**src/rtl/conv14_scan_ctrl_pkg.sv**
```systemverilog
// Shared constants and state encoding for the 14x14 convolution scan controller.
// Imported by the handshake interface and the controller.
package conv14_scan_ctrl_pkg;
    localparam int IntSize   = 8;
    localparam int MapDim    = 14;
    localparam int Positions = MapDim * MapDim;
    localparam int PosWidth  = 21;
    localparam int IdxWidth  = 8;
    localparam int MapWidth  = Positions * IntSize;

    typedef enum logic [1:0] {
        ST_IDLE,
        ST_SCAN,
        ST_DRAIN
    } state_e;
endpackage

```
**src/rtl/conv14_scan_ctrl_if.sv**
```systemverilog
// Downstream result stream: one element plus its map position, valid/ready.
// The controller drives the master side.
interface conv14_scan_ctrl_if;
    import conv14_scan_ctrl_pkg::*;

    logic                out_valid;
    logic                out_ready;
    logic [IntSize-1:0]  out_data;
    logic [IdxWidth-1:0] out_idx;

    modport master (
        output out_valid,
        output out_data,
        output out_idx,
        input  out_ready
    );

    modport slave (
        input  out_valid,
        input  out_data,
        input  out_idx,
        output out_ready
    );
endinterface

```
**src/rtl/conv14_scan_ctrl.sv**
```systemverilog
// Steps the convolver over all 196 positions, streams each result downstream
// and assembles the full result map for the next layer.
module conv14_scan_ctrl
    import conv14_scan_ctrl_pkg::*;
(
    input  logic                clk,
    input  logic                rst,
    input  logic                i_start,
    output logic                o_busy,
    output logic                o_done,
    output logic [PosWidth-1:0] o_pos,
    input  logic [IntSize-1:0]  i_conv_in,
    output logic [MapWidth-1:0] o_map_out,
    conv14_scan_ctrl_if.master  out_if
);

    state_e              r_state;
    state_e              w_next;
    logic [PosWidth-1:0] r_pos;
    logic                r_valid;
    logic [IntSize-1:0]  r_data;
    logic [IdxWidth-1:0] r_idx;
    logic                r_done;
    logic [IntSize-1:0]  r_map [Positions];
    logic                w_adv;
    logic                w_last;

    // Capture is allowed whenever the output slot is empty or being drained.
    assign w_adv  = !r_valid || out_if.out_ready;
    assign w_last = (r_pos == PosWidth'(Positions - 1));

    always_ff @(posedge clk) begin
        if (rst) begin
            r_state <= ST_IDLE;
        end else begin
            r_state <= w_next;
        end
    end

    always_comb begin
        w_next = r_state;
        unique case (r_state)
            ST_IDLE: begin
                if (i_start) w_next = ST_SCAN;
            end
            ST_SCAN: begin
                if (w_adv && w_last) w_next = ST_DRAIN;
            end
            ST_DRAIN: begin
                if (out_if.out_ready) w_next = ST_IDLE;
            end
            default: w_next = ST_IDLE;
        endcase
    end

    always_ff @(posedge clk) begin
        if (rst) begin
            r_pos   <= '0;
            r_valid <= 1'b0;
            r_data  <= '0;
            r_idx   <= '0;
            r_done  <= 1'b0;
            for (int k = 0; k < Positions; k++) begin
                r_map[k] <= '0;
            end
        end else begin
            r_done <= 1'b0;
            unique case (r_state)
                ST_IDLE: begin
                    if (i_start) r_pos <= '0;
                end
                ST_SCAN: begin
                    if (w_adv) begin
                        r_valid <= 1'b1;
                        r_data  <= i_conv_in;
                        r_idx   <= r_pos[IdxWidth-1:0];
                        r_map[r_pos[IdxWidth-1:0]] <= i_conv_in;
                        if (!w_last) r_pos <= r_pos + 1'b1;
                    end
                end
                ST_DRAIN: begin
                    if (out_if.out_ready) begin
                        r_valid <= 1'b0;
                        r_done  <= 1'b1;
                    end
                end
                default: ;
            endcase
        end
    end

    for (genvar k = 0; k < Positions; k++) begin : g_map
        assign o_map_out[k*IntSize +: IntSize] = r_map[k];
    end

    assign o_busy           = (r_state != ST_IDLE);
    assign o_done           = r_done;
    assign o_pos            = r_pos;
    assign out_if.out_valid = r_valid;
    assign out_if.out_data  = r_data;
    assign out_if.out_idx   = r_idx;

endmodule
```
**src/flat_wrapper.sv**
```systemverilog
// flat-port wrapper written by rule: the top's interface ports become plain ports
module conv14_scan_ctrl_flat import conv14_scan_ctrl_pkg::*;
  (clk, rst, i_start, o_busy, o_done, o_pos, i_conv_in, o_map_out, out_if_out_valid, out_if_out_data, out_if_out_idx, out_if_out_ready);
  conv14_scan_ctrl_if out_if_i ();
  input  logic clk;
  input  logic rst;
  input  logic i_start;
  output logic o_busy;
  output logic o_done;
  output logic [PosWidth-1:0] o_pos;
  input  logic [IntSize-1:0] i_conv_in;
  output logic [MapWidth-1:0] o_map_out;
  output wire logic [$bits(out_if_i.out_valid)-1:0] out_if_out_valid;
  output wire logic [$bits(out_if_i.out_data)-1:0] out_if_out_data;
  output wire logic [$bits(out_if_i.out_idx)-1:0] out_if_out_idx;
  input wire logic [$bits(out_if_i.out_ready)-1:0] out_if_out_ready;
  assign out_if_out_valid = out_if_i.out_valid;
  assign out_if_out_data = out_if_i.out_data;
  assign out_if_out_idx = out_if_i.out_idx;
  assign out_if_i.out_ready = out_if_out_ready;
  conv14_scan_ctrl u_core (.clk(clk), .rst(rst), .i_start(i_start), .o_busy(o_busy), .o_done(o_done), .o_pos(o_pos), .i_conv_in(i_conv_in), .o_map_out(o_map_out), .out_if(out_if_i));
endmodule
```
**config.mk**
```make
export PLATFORM = sky130hd
export DESIGN_NAME = conv14_scan_ctrl_flat
export DESIGN_NICKNAME = d
export VERILOG_FILES = /design/src/rtl/conv14_scan_ctrl_pkg.sv /design/src/rtl/conv14_scan_ctrl_if.sv /design/src/rtl/conv14_scan_ctrl.sv /design/src/flat_wrapper.sv
export SDC_FILE = /design/constraint.sdc
export NUM_CORES = 2
export LEC_CHECK = 0
export ABC_AREA = 1
export BUFFER_PORTS_ARGS = -buffer_cell sky130_fd_sc_hd__buf_2
export CORE_AREA = 2 2 624 626
export DETAILED_ROUTE_END_ITERATION = 6
export DIE_AREA = 0 0 626 628
export SETUP_SLACK_MARGIN = 0.1
export SKIP_CTS_REPAIR_TIMING = 1
export SLEW_MARGIN = 20
export SYNTH_ARGS = -nofsm -noshare
export SYNTH_HDL_FRONTEND = slang
export SYNTH_SLANG_ARGS = --single-unit
```
**constraint.sdc**
```tcl
create_clock -name clk -period 2.61 [get_ports clk]
set_input_delay 0 -clock clk [delete_from_list [all_inputs] [get_ports clk]]
set_output_delay 0 -clock clk [all_outputs]
set_load 0.05 [all_outputs]
```
==> impl_metrics.py <==
metrics = {
    "worst_setup_path": {
        "cp.depth": 9,
        "crit_start": "u_core.r_state[0]$_SDFFE_PP0P_",
        "path_delay_family": "simple AND/OR/NAND/NOR gates",
        "path_max_fanout": 8,
        "cp-endpoint": "u_core.r_map[151][7]$_SDFFCE_PN0P_",
        "cpPeakStageDelay_ns": 0.38,
        "worstRegToRegCells": 9,
        "cp_slowest_cell": "dfxtp_1",
        "r2r-end": "u_core.r_map[151][7]$_SDFFCE_PN0P_",
        "r2r_slack_ns": 0.22,
        "path_class": "reg -> reg",
        "path_cells": "inv_2, nor2_2, nand2_1, nor2_2, inv_2, buf_4, nor4_4, nand2_1, nand2_1",
        "endpoint_kind": "flop",
        "start_kind": "flop",
        "critical_path_arrival_ns": 2.94,
        "cp_num_buf_inv": 3,
        "reg2reg_from": "u_core.r_state[0]$_SDFFE_PP0P_",
        "cp_common_cell": "nand2_1",
        "required_ns": 3.16,
    },
    "logic_synthesis": {
        "syn_nets": 4171,
        "synth.distinct_cells": 26,
        "synth_common_cells": "nor2_1 (1650), edfxtp_1 (1568), nand2_1 (445), clkbuf_1 (200), nand2_2 (59)",
        "yosys.cell_count.top_type": "nor2_1",
        "synth_top_cell_by_area": "edfxtp_1",
        "synth_edf_count": 1568,
        "syn_avg_cell_area_um2": 13.9,
        "synthFlopType": "edfxtp_1",
        "yosys_warnings": 0,
        "async_flop_share": 0,
        "yosys-top-cells-area": "edfxtp_1 (81%), nor2_1 (11%), nand2_1 (2.9%)",
        "synthCells": 4155,
        "yosysSeqAreaShare": 0.827,
        "ys_ff_latch": 1609,
        "synth_area_um2": 57900,
        "netlist.area_leader.share": 0.813,
    },
    "global_route": {
        "grt_max_degree": 50,
        "globalRoute.totalOverflow": 0,
        "first_global_vias": 40305,
        "antenna_found_initial": 37,
        "grt_pass1_wl_um": 358000,
        "grt_use_total": 0.132,
    },
    "finish": {
        "final_cell_count_no_fill": 11469,
        "syn_to_final_growth_pct": 40.9,
        "drive_above_1_share": 0.387,
        "fillers": 41512,
        "finalInstanceArea_um2": 81700,
        "fin_nets": 6141,
    },
    "routing": {
        "final_antenna_net_count": 0,
        "vias": 42195,
        "wl_per_cell_um": 23.8,
        "wl_um": 273000,
        "first_iter_violations": 3982,
        "dr.pass1.iters": 5,
        "routed_via_density": 3.68,
        "drc": 0,
    },
    "floorplanning": {
        "core_area_um2": 387000,
        "rows": 229,
        "start_util": 0.150,
        "die_y_um": 628,
        "die_w_um": 626,
        "io_pins": 1620,
        "die_area_um2": 393000,
    },
    "timing": {
        "relSlewSlack": 0.422,
        "slew_violations": 0,
        "rsz0062_at_grt": "true",
        "hold_viol_final": 0,
        "worst_pin_slew_ns": 0.867,
        "fin_crit_ns": 2.39,
        "max_freq_mhz": 418,
        "period_share": 0.917,
        "hold_ws_ns": 0.213,
        "fin_skew_ns": 0.0871,
        "finalSetupViolCount": 0,
    },
    "power_and_ir_drop": {
        "ir_drop_uv": 571,
        "p_per_area_nw_per_um2": 770,
        "p_leak_uw": 0.0319,
        "total_power_uw": 62900,
    },
    "min_path": {
        "hp-class": "in -> reg",
    },
    "place": {
        "dp_cells": 11123,
        "portBuffers": 1619,
        "dp_hpwl_um": 204000,
        "post_dp_cell_area_um2": 75600,
        "place_congestion": 0.860,
    },
    "clocking": {
        "numCtsBuffers": 178,
        "clock_latency_ns": 0.88,
        "cts_max_path_buffers": 4,
        "cts_root_buf": "clkbuf_16",
        "cts_tree": "done",
        "path_clk_slew_ns": 0.06,
        "clock-sinks": 1609,
        "htree_levels": 4,
    },
    "flow_run": {
        "cap_viol_max_count": 0,
    },
    "status": {
        "status": "complete, no violations",
    },
}
worst min path at each step:
| stage | startpoint | cells after the start | end |
|---|---|---|---|
| floorplan | out_if_out_ready | 2 | u_core.o_done$_SDFF_PP0_ |
| global placement | rst | 2 | u_core.r_state[0]$_SDFFE_PP0P_ |
| detailed placement | rst | 2 | u_core.r_state[0]$_SDFFE_PP0P_ |
| CTS | rst | 2 | u_core.r_state[0]$_SDFFE_PP0P_ |
| global route | rst | 3 | u_core.out_if.out_valid$_SDFFE_PP0P_ |
| finish | rst | 3 | u_core.out_if.out_valid$_SDFFE_PP0P_ |
logic make-up (layout without fill, tap and decap cells):
logic type / count (synthesis) / after routing / synth area share
buf+inv: 281 / 2388 / 0.0196
flops: 1609 / 1609 / 0.827
other cells: 0 / 10 / 0
xor+xnor: 5 / 5 / 0.000756
fa+ha+maj: 4 / 4 / 0.000864
compound gates: 59 / 59 / 0.00518
simple gates: 2197 / 2197 / 0.147
stage by stage:
stage | util | worst slack [ns] | TNS (ns)
6_report | 0.211 | 0.217 | 0
3_3_place_gp | 0.195 | -0.0298 | -0.579
2_1_floorplan | - | 0.200 | 0
4_1_cts | 0.210 | -0.0848 | -1.08
5_1_grt | 0.211 | 0.0654 | 0
3_5_place_dp | 0.195 | -0.00123 | -0.00978
worst min-delay path, cell delays in order:
cell	delay (ns)
dlygate4sd3_1	0.63
buf_2	0.24
a21oi_1	0.13
final cells by class:
cell class	count	area, µm²	share of cell area
antenna	10	25.0	0.000306
timing repair buffer	2024	12100	0.148
sequential	1609	47900	0.587
tap	5197	6500	0.0796
clock inverter	109	961	0.0118
inverter	47	244	0.00299
multi-input combinational	2265	9340	0.114
clock buffer	208	4610	0.0564
sequential cells by signal (all words and copies together), names as in the netlist:
register	flops
u_core.out_if.out_valid	1
u_core.r_map	1568
u_core.out_if.out_idx	8
u_core.o_pos	21
u_core.o_done	1
u_core.r_state	2
u_core.out_if.out_data	8
where the power goes:
part	switching [µW]	internal, µW
sequential	488	29500
combinational	6950	1180
clock	11000	13800
cell usage in the layout, fill, tap and decap left out, types with 31 or more instances in the layout:
cell	count
buf_2	1619
clkbuf_16	180
a21oi_1	39
nand2_2	91
dfxtp_1	41
nand2_1	388
buf_4	319
clkinv_1	40
clkinv_2	31
edfxtp_1	1568
nor2_1	1630
buf_12	71
routing by layer:
metal  wire (µm)  track usage
met1      103000        0.156
met2      133000        0.225
met3       25700       0.0385
met4       11700       0.0509
met5          34            0
Power figures use the tool's default switching activity.
